$ cat config.mk
export PLATFORM = sky130hd
export DESIGN_NAME = tlc_phase_arbiter
export DESIGN_NICKNAME = d
export VERILOG_FILES = /design/src/rtl/tlc_pkg.sv /design/src/rtl/tlc_phase_timer.sv /design/src/rtl/tlc_phase_arbiter.sv
export SDC_FILE = /design/constraint.sdc
export NUM_CORES = 1
export LEC_CHECK = 0
export ABC_CLOCK_PERIOD_IN_PS = 3150
export CORE_MARGIN = 2
export CORE_UTILIZATION = 52
export DETAILED_ROUTE_END_ITERATION = 12
export PLACE_DENSITY = 0.89
export SYNTH_ARGS = -nofsm -noshare
export SYNTH_HDL_FRONTEND = slang
export SYNTH_SLANG_ARGS = --single-unit
$ cat constraint.sdc
create_clock -name clk -period 3.15 [get_ports clk]
set_input_delay 0.4725 -clock clk [delete_from_list [all_inputs] [get_ports clk]]
set_output_delay 0.4725 -clock clk [all_outputs]
set_load 0.1 [all_outputs]
$ cat src/rtl/tlc_pkg.sv
// -----------------------------------------------------------------------------
// tlc_pkg
// Shared definitions for the traffic-light phase arbiter:
//   - tlc_phase_e   : phase/state encoding, also driven on the phase output
//   - TLC_NUM_STATES: number of legal phases (encoding 7 is never legal)
//   - LAMP_*        : bit positions inside a per-side {G,Y,R} lamp vector
// -----------------------------------------------------------------------------
package tlc_pkg;

  localparam int TLC_NUM_STATES = 7;
  localparam int PHASE_W        = $clog2(TLC_NUM_STATES);

  typedef enum logic [PHASE_W-1:0] {
    PH_NS_GREEN  = 3'd0,
    PH_NS_YELLOW = 3'd1,
    PH_ALL_RED_A = 3'd2,
    PH_EW_GREEN  = 3'd3,
    PH_EW_YELLOW = 3'd4,
    PH_ALL_RED_B = 3'd5,
    PH_PED_WALK  = 3'd6
  } tlc_phase_e;

  localparam int LAMP_R = 0;
  localparam int LAMP_Y = 1;
  localparam int LAMP_G = 2;
  localparam int LAMP_W = 3;

endpackage

$ cat src/rtl/tlc_phase_timer.sv
// -----------------------------------------------------------------------------
// tlc_phase_timer
// Interval counter for the phase arbiter. Counts up once per cycle, holds
// when it reaches i_sat, and returns to zero on i_clr.
// Ports:
//   clk      : clock, rising edge
//   i_rst_n  : asynchronous active-low reset (count -> 0)
//   i_clr    : synchronous clear, takes priority over counting
//   i_sat    : saturation value; the count never advances past it
//   o_count  : current count
// -----------------------------------------------------------------------------
module tlc_phase_timer #(
  parameter int CNT_W = 8
) (
  input  logic             clk,
  input  logic             i_rst_n,
  input  logic             i_clr,
  input  logic [CNT_W-1:0] i_sat,
  output logic [CNT_W-1:0] o_count
);

  logic [CNT_W-1:0] r_count;

  always_ff @(posedge clk or negedge i_rst_n) begin
    if (!i_rst_n) begin
      r_count <= '0;
    end else if (i_clr) begin
      r_count <= '0;
    end else if (r_count < i_sat) begin
      r_count <= r_count + 1'b1;
    end
  end

  assign o_count = r_count;

endmodule

$ cat src/rtl/tlc_phase_arbiter.sv
// -----------------------------------------------------------------------------
// tlc_phase_arbiter
// Demand-actuated right-of-way controller for a two-road intersection.
// Grants green to NS or EW from detector requests with min/max green,
// yellow and all-red clearance, plus an optional pedestrian walk phase.
// Build option: define TLC_PED_EN to include the pedestrian logic; without
// it ped_req is ignored and ped_walk/ped_pending are held low.
// Ports:
//   clk                 : clock, rising edge
//   rst                 : asynchronous active-low reset
//   ns_req / ew_req     : vehicle detectors (level)
//   ped_req             : pedestrian button (pulse is enough)
//   NS_R/NS_Y/NS_G      : NS lamps (one-hot)
//   EW_R/EW_Y/EW_G      : EW lamps (one-hot)
//   ped_walk            : walk indication
//   ped_pending         : latched pedestrian request
//   phase               : current state encoding
// -----------------------------------------------------------------------------
module tlc_phase_arbiter
  import tlc_pkg::*;
#(
  parameter int MIN_GREEN = 8,
  parameter int MAX_GREEN = 20,
  parameter int YELLOW    = 3,
  parameter int ALL_RED   = 1,
  parameter int WALK      = 6,
  parameter int CNT_W     = 8
) (
  input  logic       clk,
  input  logic       rst,
  input  logic       ns_req,
  input  logic       ew_req,
  input  logic       ped_req,
  output logic       NS_R,
  output logic       NS_G,
  output logic       NS_Y,
  output logic       EW_R,
  output logic       EW_G,
  output logic       EW_Y,
  output logic       ped_walk,
  output logic       ped_pending,
  output logic [2:0] phase
);

  localparam logic [CNT_W-1:0] C_MIN_M1  = CNT_W'(MIN_GREEN - 1);
  localparam logic [CNT_W-1:0] C_MAX_M1  = CNT_W'(MAX_GREEN - 1);
  localparam logic [CNT_W-1:0] C_YEL_M1  = CNT_W'(YELLOW - 1);
  localparam logic [CNT_W-1:0] C_AR_M1   = CNT_W'(ALL_RED - 1);
  localparam logic [CNT_W-1:0] C_WALK_M1 = CNT_W'(WALK - 1);

  tlc_phase_e        r_state;
  tlc_phase_e        w_state_next;
  logic [CNT_W-1:0]  w_timer;
  logic [CNT_W-1:0]  w_sat;
  logic              w_in_green;
  logic              w_min_done;
  logic              w_max_done;
  logic              w_yel_done;
  logic              w_ar_done;
  logic              w_walk_done;
  logic              w_ped_pend;
  logic [LAMP_W-1:0] w_ns_lamps;
  logic [LAMP_W-1:0] w_ew_lamps;

  // Timer restarts whenever the phase changes; in green it parks at
  // MAX_GREEN-1 so the max-green test stays true while demand persists.
  assign w_in_green = (r_state == PH_NS_GREEN) || (r_state == PH_EW_GREEN);
  assign w_sat      = w_in_green ? C_MAX_M1 : '1;

  tlc_phase_timer #(.CNT_W(CNT_W)) u_timer (
    .clk     (clk),
    .i_rst_n (rst),
    .i_clr   (w_state_next != r_state),
    .i_sat   (w_sat),
    .o_count (w_timer)
  );

  assign w_min_done  = (w_timer >= C_MIN_M1);
  assign w_max_done  = (w_timer == C_MAX_M1);
  assign w_yel_done  = (w_timer == C_YEL_M1);
  assign w_ar_done   = (w_timer == C_AR_M1);
  assign w_walk_done = (w_timer == C_WALK_M1);

`ifdef TLC_PED_EN
  logic r_ped_pending;
  logic r_next_dir;    // 1: walk is followed by EW green, 0: by NS green
  logic w_enter_walk;

  assign w_enter_walk = (w_state_next == PH_PED_WALK) && (r_state != PH_PED_WALK);

  always_ff @(posedge clk or negedge rst) begin
    if (!rst) begin
      r_ped_pending <= 1'b0;
      r_next_dir    <= 1'b1;
    end else begin
      // A new press on the entry edge must survive the clear.
      if (ped_req) begin
        r_ped_pending <= 1'b1;
      end else if (w_enter_walk) begin
        r_ped_pending <= 1'b0;
      end
      if (w_enter_walk) begin
        r_next_dir <= (r_state == PH_ALL_RED_A);
      end
    end
  end

  assign w_ped_pend = r_ped_pending;
  assign ped_walk   = (r_state == PH_PED_WALK);
`else
  logic w_unused_ped;
  assign w_unused_ped = ped_req ^ w_walk_done;
  assign w_ped_pend   = 1'b0;
  assign ped_walk     = 1'b0;
`endif

  assign ped_pending = w_ped_pend;

  always_ff @(posedge clk or negedge rst) begin
    if (!rst) begin
      r_state <= PH_NS_GREEN;
    end else begin
      r_state <= w_state_next;
    end
  end

  always_comb begin
    w_state_next = r_state;
    case (r_state)
      PH_NS_GREEN:
        if (w_min_done && (ew_req || w_ped_pend) && (!ns_req || w_max_done))
          w_state_next = PH_NS_YELLOW;
      PH_NS_YELLOW:
        if (w_yel_done) w_state_next = PH_ALL_RED_A;
      PH_ALL_RED_A:
        if (w_ar_done) w_state_next = w_ped_pend ? PH_PED_WALK : PH_EW_GREEN;
      PH_EW_GREEN:
        if (w_min_done && (ns_req || w_ped_pend) && (!ew_req || w_max_done))
          w_state_next = PH_EW_YELLOW;
      PH_EW_YELLOW:
        if (w_yel_done) w_state_next = PH_ALL_RED_B;
      PH_ALL_RED_B:
        if (w_ar_done) w_state_next = w_ped_pend ? PH_PED_WALK : PH_NS_GREEN;
`ifdef TLC_PED_EN
      PH_PED_WALK:
        if (w_walk_done) w_state_next = r_next_dir ? PH_EW_GREEN : PH_NS_GREEN;
`endif
      default:
        w_state_next = PH_NS_GREEN;
    endcase
  end

  // Moore lamp decode; anything not green/yellow is red on that side.
  always_comb begin
    w_ns_lamps = '0;
    w_ew_lamps = '0;
    case (r_state)
      PH_NS_GREEN:  begin w_ns_lamps[LAMP_G] = 1'b1; w_ew_lamps[LAMP_R] = 1'b1; end
      PH_NS_YELLOW: begin w_ns_lamps[LAMP_Y] = 1'b1; w_ew_lamps[LAMP_R] = 1'b1; end
      PH_EW_GREEN:  begin w_ns_lamps[LAMP_R] = 1'b1; w_ew_lamps[LAMP_G] = 1'b1; end
      PH_EW_YELLOW: begin w_ns_lamps[LAMP_R] = 1'b1; w_ew_lamps[LAMP_Y] = 1'b1; end
      default:      begin w_ns_lamps[LAMP_R] = 1'b1; w_ew_lamps[LAMP_R] = 1'b1; end
    endcase
  end

  assign NS_R  = w_ns_lamps[LAMP_R];
  assign NS_Y  = w_ns_lamps[LAMP_Y];
  assign NS_G  = w_ns_lamps[LAMP_G];
  assign EW_R  = w_ew_lamps[LAMP_R];
  assign EW_Y  = w_ew_lamps[LAMP_Y];
  assign EW_G  = w_ew_lamps[LAMP_G];
  assign phase = r_state;

endmodule

==> results.tsv <==
stage	metric	value	unit
timing	rsz0062_at_grt	false	
logic_synthesis	synth_flop_cell	dfrtp_1	
logic_synthesis	synth_cells	110	
logic_synthesis	synth_top_area_share	29.1	%
timing	fin_crit_sh	83.0	%
logic_synthesis	synth.most_common_cell	nor2_1	
die	rows	15	
route	dr.pass1.iters	4	
grt	grt_max_degree	12	
route	avgRoutedWirePerCell	12.8	um
logic_synthesis	ys_seq_area_share	29.1	%
setup_path	crit_type	reg2reg	
die	fp.dieW	46.7	um
final_layout	final_nets	134	
timing	slew_headroom	64.7	%
clocking	tritoncts	done	
timing	finalHoldViolCount	0	
timing	whs	0.540	ns
final_layout	fillers	151	
timing	fmax	382	MHz
logic_synthesis	synth_commonest_cells	nor2_1 (13), dfrtp_1 (11), ha_1 (8), nand2_1 (8)	
clocking	cts_resized	0	
route	antenna_left	0	
timing	period_needed	2.62	ns
timing	setup_viol	0	
logic_synthesis	synth_edf_count	0	
placement	hpwl	1.38	mm
placement	globalplace.congestion	0.909	
die	die_h	46.7	um
clocking	cts.sinks	11	
clocking	cts_buffer_depth	2	
worst_hold_path	hp-class	in2async	
grt	grt_pass1_vias	757	
grt	grt_overflow	0	
setup_path	cp.arrival	2.77	ns
setup_path	crit_path_end_kind	flip-flop	
route	vias	795	
clocking	path_clk_slew	0.07	ns
logic_synthesis	synth_area	947	um2
final_layout	layout-drive-gt1-share	23.3	%
grt	grt_pass1_wl	3.27	mm
die	coreArea	1730	um2
setup_path	cp.required	3.30	ns
timing	finClkSkew	0.00564	ns
timing	slew_viol_final	0	
clocking	insertion_delay	0.27	ns
grt	antenna_found_initial	0	
clocking	postCtsHoldBufs	0	
clocking	numCtsBuffers	3	
logic_synthesis	ys_async_sr_fraction	100	%
setup_path	critPathMaxFanout	11	
route	drt-initial-drc-count	21	
logic_synthesis	yosysUniqueCellTypes	36	
status	status	completed	
final_layout	synthToLayoutAreaGrowth	12.9	%
die	initial_core_util	54.9	%
placement	io_buffer_count	12	
clocking	h-tree-depth	1	
logic_synthesis	synth_area_leaders	dfrtp_1 (29%), ha_1 (11%), xnor2_1 (6.5%)	
run	drv_cap	0	
timing	worst_pin_slew	0.516	ns
logic_synthesis	synth_top_area_cell	dfrtp_1	
grt	grt_use_total	21.4	%
final_layout	antenna_cells	0	
logic_synthesis	ys_seq_elements	11	
die	io_pins	16	
clocking	post-cts-setup-buffers	0	
clocking	cts_root_buf	clkbuf_4	
setup_path	worstSetupStartpointType	flip-flop	
logic_synthesis	syn_avg_cell_area	8.61	um2
die	dieArea	2180	um2
route	drc	0	
logic_synthesis	yosys_warnings	0	
route	via_per_inst	5.48	
route	routed_wl	1.86	mm
## cells by family after synthesis
logic type,Yosys count,share of synthesized area (%)
simple gates,42,23.4
compound gates,26,21.0
buf+inv,15,9.12
flops,11,29.1
fa+ha+maj,8,10.6
xor+xnor,7,6.47
other cells,1,0.396
## through the flow
step | setup WS [ns] | std cells | utilization (%) | cell area, um2 | setup TNS, ns
CTS | 0.543 | 145 | 62.0 | 1070 | 0
detailed placement | 0.554 | 141 | 60.4 | 1040 | 0
global route | 0.327 | 145 | 62.0 | 1070 | 0
finish | 0.534 | 145 | 62.0 | 1070 | 0
global placement | 0.649 | 141 | 60.4 | 1040 | 0
floorplan | -0.383 | 111 | - | 968 | -0.629
## layout by cell type (no fill, tap or decap), types with 2 or more instances in the layout
| cell | n |
|---|---|
| dfrtp_1 | 9 |
| o21ai_1 | 2 |
| nand3_1 | 5 |
| ha_1 | 8 |
| clkbuf_4 | 3 |
| o21ai_0 | 5 |
| xnor2_1 | 7 |
| a21oi_1 | 4 |
| a211oi_1 | 2 |
| conb_1 | 2 |
| nand4_1 | 2 |
| nand2_1 | 8 |
| a21boi_0 | 4 |
| buf_4 | 10 |
| inv_1 | 7 |
| nor2_1 | 12 |
| nand3b_1 | 3 |
| nor3_1 | 2 |
| or2_2 | 2 |
| clkdlybuf4s50_1 | 3 |
| dfrtp_2 | 2 |
## routing by layer
metal	wire, um	vias up	track usage [%]
li1	-	401	-
met1	866	369	25.2
met2	891	23	36.1
met3	71	2	4.71
met4	26	0	11.1
met5	0	-	0
## sequential cells by signal (all words and copies together) (netlist names)
register	cells
u_timer.o_count	8
phase	3
## critical path: stages (launching register included)
cell and delay, ns:
dfrtp_2 0.48, or2_2 0.38, o21ai_1 0.39, ha_1 0.32
a211oi_1 0.23, o21ai_1 0.20, a21boi_0 0.28, xnor2_1 0.15
nor2_1 0.05
## cell type report
class	instances	area (um2)	share of cell area, %
Clock buffer	4	26.3	2.46
Timing Repair Buffer	13	105	9.82
Multi-Input combinational cell	85	603	56.4
Tap cell	25	31.3	2.92
Sequential cell	11	278	26.0
Inverter	7	26.3	2.46
## final timing paths
| kind | start | to | slack, ns | cells past startpoint |
|---|---|---|---|---|
| hold reg to reg | phase[2]$_DFF_PN0_ | phase[1]$_DFF_PN0_ | 0.55 | 1 |
| max in group asynchronous | rst | phase[2]$_DFF_PN0_ | 2.22 | 1 |
| setup / recovery | phase[1]$_DFF_PN0_ | u_timer.o_count[2]$_DFFE_PN0P_ | 0.53 | 8 |
| min in group clk | phase[2]$_DFF_PN0_ | phase[1]$_DFF_PN0_ | 0.55 | 1 |
| hold / removal | rst | phase[0]$_DFF_PN0_ | 0.54 | 1 |
| setup reg to reg | phase[1]$_DFF_PN0_ | u_timer.o_count[2]$_DFFE_PN0P_ | 0.53 | 8 |
Power is left out: the tool's default activity adds up to more than one toggle a clock period on the data nets, which glitch-free logic cannot reach.
==> edit 1: new RTL, same settings <==
Add an input register stage for `ns_req` and `ew_req`; this delays them by one clock. The other inputs are not delayed to match.
--- a/src/rtl/tlc_phase_arbiter.sv
+++ b/src/rtl/tlc_phase_arbiter.sv
@@ -47,6 +47,14 @@
   localparam logic [CNT_W-1:0] C_YEL_M1  = CNT_W'(YELLOW - 1);
   localparam logic [CNT_W-1:0] C_AR_M1   = CNT_W'(ALL_RED - 1);
   localparam logic [CNT_W-1:0] C_WALK_M1 = CNT_W'(WALK - 1);
+
+  logic ns_req_q;
+  logic ew_req_q;
+
+  always_ff @(posedge clk) begin
+    ns_req_q <= ns_req;
+    ew_req_q <= ew_req;
+  end
 
   tlc_phase_e        r_state;
   tlc_phase_e        w_state_next;
@@ -128,14 +136,14 @@
     w_state_next = r_state;
     case (r_state)
       PH_NS_GREEN:
-        if (w_min_done && (ew_req || w_ped_pend) && (!ns_req || w_max_done))
+        if (w_min_done && (ew_req_q || w_ped_pend) && (!ns_req_q || w_max_done))
           w_state_next = PH_NS_YELLOW;
       PH_NS_YELLOW:
         if (w_yel_done) w_state_next = PH_ALL_RED_A;
       PH_ALL_RED_A:
         if (w_ar_done) w_state_next = w_ped_pend ? PH_PED_WALK : PH_EW_GREEN;
       PH_EW_GREEN:
-        if (w_min_done && (ns_req || w_ped_pend) && (!ew_req || w_max_done))
+        if (w_min_done && (ns_req_q || w_ped_pend) && (!ew_req_q || w_max_done))
           w_state_next = PH_EW_YELLOW;
       PH_EW_YELLOW:
         if (w_yel_done) w_state_next = PH_ALL_RED_B;
Behaviour: not the same (Yosys sat finds a counterexample within 10 cycles, from zero or initial values and one cycle with rst low).
==> edit 1 against the unedited design <==
Critical path depth rose by 1; synthesized cell count fell by 0.91%; sequential share of layout area rose by 2.7 points; synthesized area rose by 4.4%; worst setup slack got worse by 190 ps; die area rose by 4.0%; design area rose by 4.0%; hold slack got worse by 30 ps; sequential cell count rose by 2; wire length rose by 5.5%.
Power is not shown: default switching activity piles up to over one toggle a cycle in this logic, so the estimate is an artifact.
==> edit 1: results <==
export IMPL_cts_setup_buffers=0
export IMPL_ys_seq_area_share_pct=31.9
export IMPL_cp_arrival_ps=2980
export IMPL_synth_xor_area_share_pct=6.20
export IMPL_io_buffers=12
export IMPL_ys_types=44
export IMPL_grt_pass1_vias=744
export IMPL_synth_compound_area_share_pct=15.2
export IMPL_synth_top_cells_by_area="dfrtp_1 (28%), ha_1 (10%), xor2_1 (5.3%), nor2_2 (4.4%), dfxtp_1 (4.1%)"
export IMPL_drive_gt1_share_pct=27.1
export IMPL_grt_pass1_wl_mm=3.23
export IMPL_largest_reg_flops=8
export IMPL_track_usage_pct=20.7
export IMPL_first_pass_iters=4
export IMPL_ctsLongestPathBuffers=2
export IMPL_clock_latency_ps=290
export IMPL_cp_max_fo=13
export IMPL_async_flop_share_pct=84.6
export IMPL_synth_commonest_cells="dfrtp_1 (11), ha_1 (8), nand2_1 (7), nor2_1 (7), nor2_2 (7)"
export IMPL_worstReg2RegStart="phase[0]"
export IMPL_initialDrtViolationCount=26
export IMPL_cts_buffers=3
export IMPL_dpl_hpwl_mm=1.46
export IMPL_cts_repair_resized=0
export IMPL_rrSetupSlack_ps=340
export IMPL_synthMuxAreaShare_pct=1.01
export IMPL_n_antenna_cell=0
export IMPL_relSlewSlack_pct=59.4
export IMPL_synth_edff_count=0
export IMPL_r2r_cells=9
export IMPL_synthAdderAreaFrac_pct=10.1
export IMPL_cts_root_buf="clkbuf_4"
export IMPL_viasPerCell=5.59
export IMPL_skew_ps=10.2
export IMPL_hold_path_class="primary input to asynchronous set/reset pin"
export IMPL_antenna_found_initial=0
export IMPL_cts_htree_levels=1
export IMPL_status="finished, final reports clean"
export IMPL_synth_warnings=0
export IMPL_nets=132
export IMPL_grt_max_degree=14
export IMPL_fill_cells=154
export IMPL_gp_congestion=0.905
export IMPL_post_drt_wl_per_cell_um=13.7
export IMPL_r2r_end="u_timer.o_count[4]"
export IMPL_clk_pin_slew_ps=90
edit 1: cell count changes after synthesis, moves of 3 or more:
cell,unedited run,this run
clkbuf_1,2,5
nor2_2,0,7
nor2_1,13,7
a21boi_0,4,0
xor2_1,0,6
nand4_1,2,5
o21ai_0,6,2
xnor2_1,7,1
edit 1: area by class of cell:
class                           count  area share, %
Multi-Input combinational cell     84           55.6
Sequential cell                    13           28.7
Timing Repair Buffer               12           8.77
Tap cell                           25           2.81
Clock buffer                        3           2.02
Inverter                            5           1.69
Clock inverter                      1          0.450
edit 1: cell families after synthesis:
| kind of cell | after synthesis |
|---|---|
| adders and majority gates | 8 |
| muxes | 1 |
| buffers and inverters | 13 |
| other | 1 |
| DFF | 13 |
| and+or+nand+nor | 49 |
| AOI/OAI and AO/OA | 17 |
| xor gates and xnor gates | 7 |
edit 1: critical path, stage by stage (launching register included):
cell and delay [ps]:
dfrtp_2 510, nand2_1 160, or2_2 340, o21ai_1 250
ha_1 330, a21o_1 160, a21oi_1 500, nand4_1 200
xor2_1 200, nor2_2 50
edit 1: stage by stage:
stage          util [%]  instance area, um^2  hold WS, ps  instances  setup slack [ps]
5_1_grt            63.0                 1110          565        143               121
3_5_place_dp       61.5                 1080          531        139               358
2_1_floorplan         -                 1000          177        110              27.2
6_report           63.0                 1110          511        143               343
3_3_place_gp       61.5                 1080          524        139               507
4_1_cts            63.0                 1110          524        143               386
edit 1: routing by layer:
layer	wire, um	GRT usage (%)
met5	0	0
met4	35	9.73
met3	128	4.53
met2	948	34.1
met1	845	25.9
edit 1: worst max path at each step:
stage / from / cells past startpoint / endpoint / slack (ps)
5_1_grt: phase[0] / 9 / u_timer.o_count[7] / 120
4_1_cts: phase[0] / 9 / u_timer.o_count[4] / 390
6_report: phase[0] / 9 / u_timer.o_count[4] / 340
3_5_place_dp: phase[0] / 9 / u_timer.o_count[4] / 360
2_1_floorplan: phase[2] / 4 / NS_G / 30
3_3_place_gp: phase[0] / 9 / u_timer.o_count[7] / 510
==> edit 2: new RTL, config.mk and constraints unchanged <==
Made on the original files. `CNT_W` is set to 8 in 2 places; all go to 12.
--- a/src/rtl/tlc_phase_timer.sv
+++ b/src/rtl/tlc_phase_timer.sv
@@ -10,7 +10,7 @@
 //   o_count  : current count
 // -----------------------------------------------------------------------------
 module tlc_phase_timer #(
-  parameter int CNT_W = 8
+  parameter int CNT_W = 12
 ) (
   input  logic             clk,
   input  logic             i_rst_n,
--- a/src/rtl/tlc_phase_arbiter.sv
+++ b/src/rtl/tlc_phase_arbiter.sv
@@ -24,7 +24,7 @@
   parameter int YELLOW    = 3,
   parameter int ALL_RED   = 1,
   parameter int WALK      = 6,
-  parameter int CNT_W     = 8
+  parameter int CNT_W     = 12
 ) (
   input  logic       clk,
   input  logic       rst,
Formal check against the unedited RTL: no difference found for any inputs over 10 cycles, from zero or initial values and one cycle with rst low; that may be too few to reach the edited logic, so the function may still have changed.
==> edit 2 against the unedited design <==
Cell count is 39% higher; wire length is 69% higher; sequential cell count is 4 higher; critical path depth stayed put; synthesized cell count is 49% higher; utilization is 0.54 points higher; synthesized area is 48% higher; design area is 47% higher; worst setup slack worse by 380 ps; first-iteration DRC count grew to 2.8 times the old value; clock skew is 0.95 ps higher.
==> edit 2: results <==
export IMPL_async_flop_share_pct=100
export IMPL_initialDrtViolationCount=59
export IMPL_cts_setup_buffers=0
export IMPL_cp_arrival_ps=3190
export IMPL_post_drt_wl_per_cell_um=15.5
export IMPL_synth_commonest_cells="dfrtp_1 (15), ha_1 (12), nand2_1 (12), a21oi_1 (10), nand3_1 (9)"
export IMPL_worstMarginPinSlew_ps=687
export IMPL_clock_latency_ps=300
export IMPL_cts_htree_levels=1
export IMPL_antenna_found_initial=0
export IMPL_synth_top_cells_by_area="dfrtp_1 (27%), ha_1 (11%), a21oi_1 (3.6%), a31oi_1 (3.6%), nand3_1 (3.2%)"
export IMPL_cts_buffers=3
export IMPL_largest_reg_flops=12
export IMPL_crit_type="flop to flop"
export IMPL_ys_seq_area_share_pct=26.9
export IMPL_status="finished, final reports clean"
export IMPL_grt_max_degree=16
export IMPL_n_antenna_cell=0
export IMPL_ctsLongestPathBuffers=2
export IMPL_fill_cells=220
export IMPL_clk_pin_slew_ps=100
export IMPL_cp_slowest_cell="dfrtp_4"
export IMPL_p_leak_nw=0.642
export IMPL_max_stage_delay_ps=560
export IMPL_vdd_ir_drop_worst_v=0.000870
export IMPL_num_vias=1310
export IMPL_cp_max_fo=13
export IMPL_hold_path_class="primary input to asynchronous set/reset pin"
export IMPL_grt_pass1_vias=1223
export IMPL_cp_top_family="compound AO/OA/AOI/OAI gates"
export IMPL_drc=0
export IMPL_synth_warnings=0
export IMPL_first_pass_iters=4
export IMPL_track_usage_pct=21.6
export IMPL_drive_gt1_share_pct=22.7
export IMPL_ys_types=45
export IMPL_grt_pass1_wl_mm=5.56
export IMPL_gp_congestion=0.833
export IMPL_io_buffers=12
export IMPL_cts_root_buf="clkbuf_4"
export IMPL_dpl_hpwl_mm=2.39
export IMPL_cts_repair_resized=0
export IMPL_skew_ps=6.60
export IMPL_nets=190
export IMPL_worstReg2RegStart="phase[1]"
-- edit 2: routing by layer --
metal / share of wire [%] / track usage, % / wire length, um
met5: 0 / 0 / 0
met4: 0.61 / 4.76 / 19
met3: 3.7 / 3.72 / 116
met2: 51 / 36.4 / 1580
met1: 45 / 29.1 / 1410
-- edit 2: area by class of cell --
class	instances	area (um^2)	area share, %
multi-input combinational	134	995	63.1
sequential	15	387	24.5
timing repair buffer	14	113	7.14
tap	30	37.5	2.38
clock buffer	4	26.3	1.67
inverter	5	18.8	1.19
-- edit 2: power breakdown --
part,switching [mW],total [mW],internal (mW)
sequential,0.128,0.382,0.254
clock,0.0716,0.121,0.0493
combinational,0.711,1.09,0.375
-- edit 2: metrics by stage --
stage	cells	total power [mW]	TNS (ps)	setup WS [ps]	area (um^2)
global route	202	1.70	0	34.6	1580
global placement	198	1.42	0	276	1550
floorplan	165	1.28	-394	-150	1480
detailed placement	198	1.47	0	168	1550
finish	202	1.59	0	153	1580
CTS	202	1.59	0	147	1580
-- edit 2: final timing paths --
| path | cells past startpoint | endpoint | slack (ps) |
|---|---|---|---|
| setup / recovery | 8 | u_timer.o_count[9] | 150 |
| max in group asynchronous | 1 | phase[1] | 2060 |
| min in group clk | 2 | u_timer.o_count[1] | 650 |
| setup reg to reg | 8 | u_timer.o_count[9] | 150 |
| hold reg to reg | 2 | u_timer.o_count[1] | 650 |
| hold / removal | 1 | phase[0] | 580 |
-- edit 2: cells by family after synthesis --
family,share of synthesized area (%)
AND/OR/NAND/NOR,29.4
buffers and inverters,5.91
adder cells (fa/ha/maj),10.7
flip-flops,26.9
multiplexers,0.716
AO/OA/AOI/OAI,26.1
other,0.268
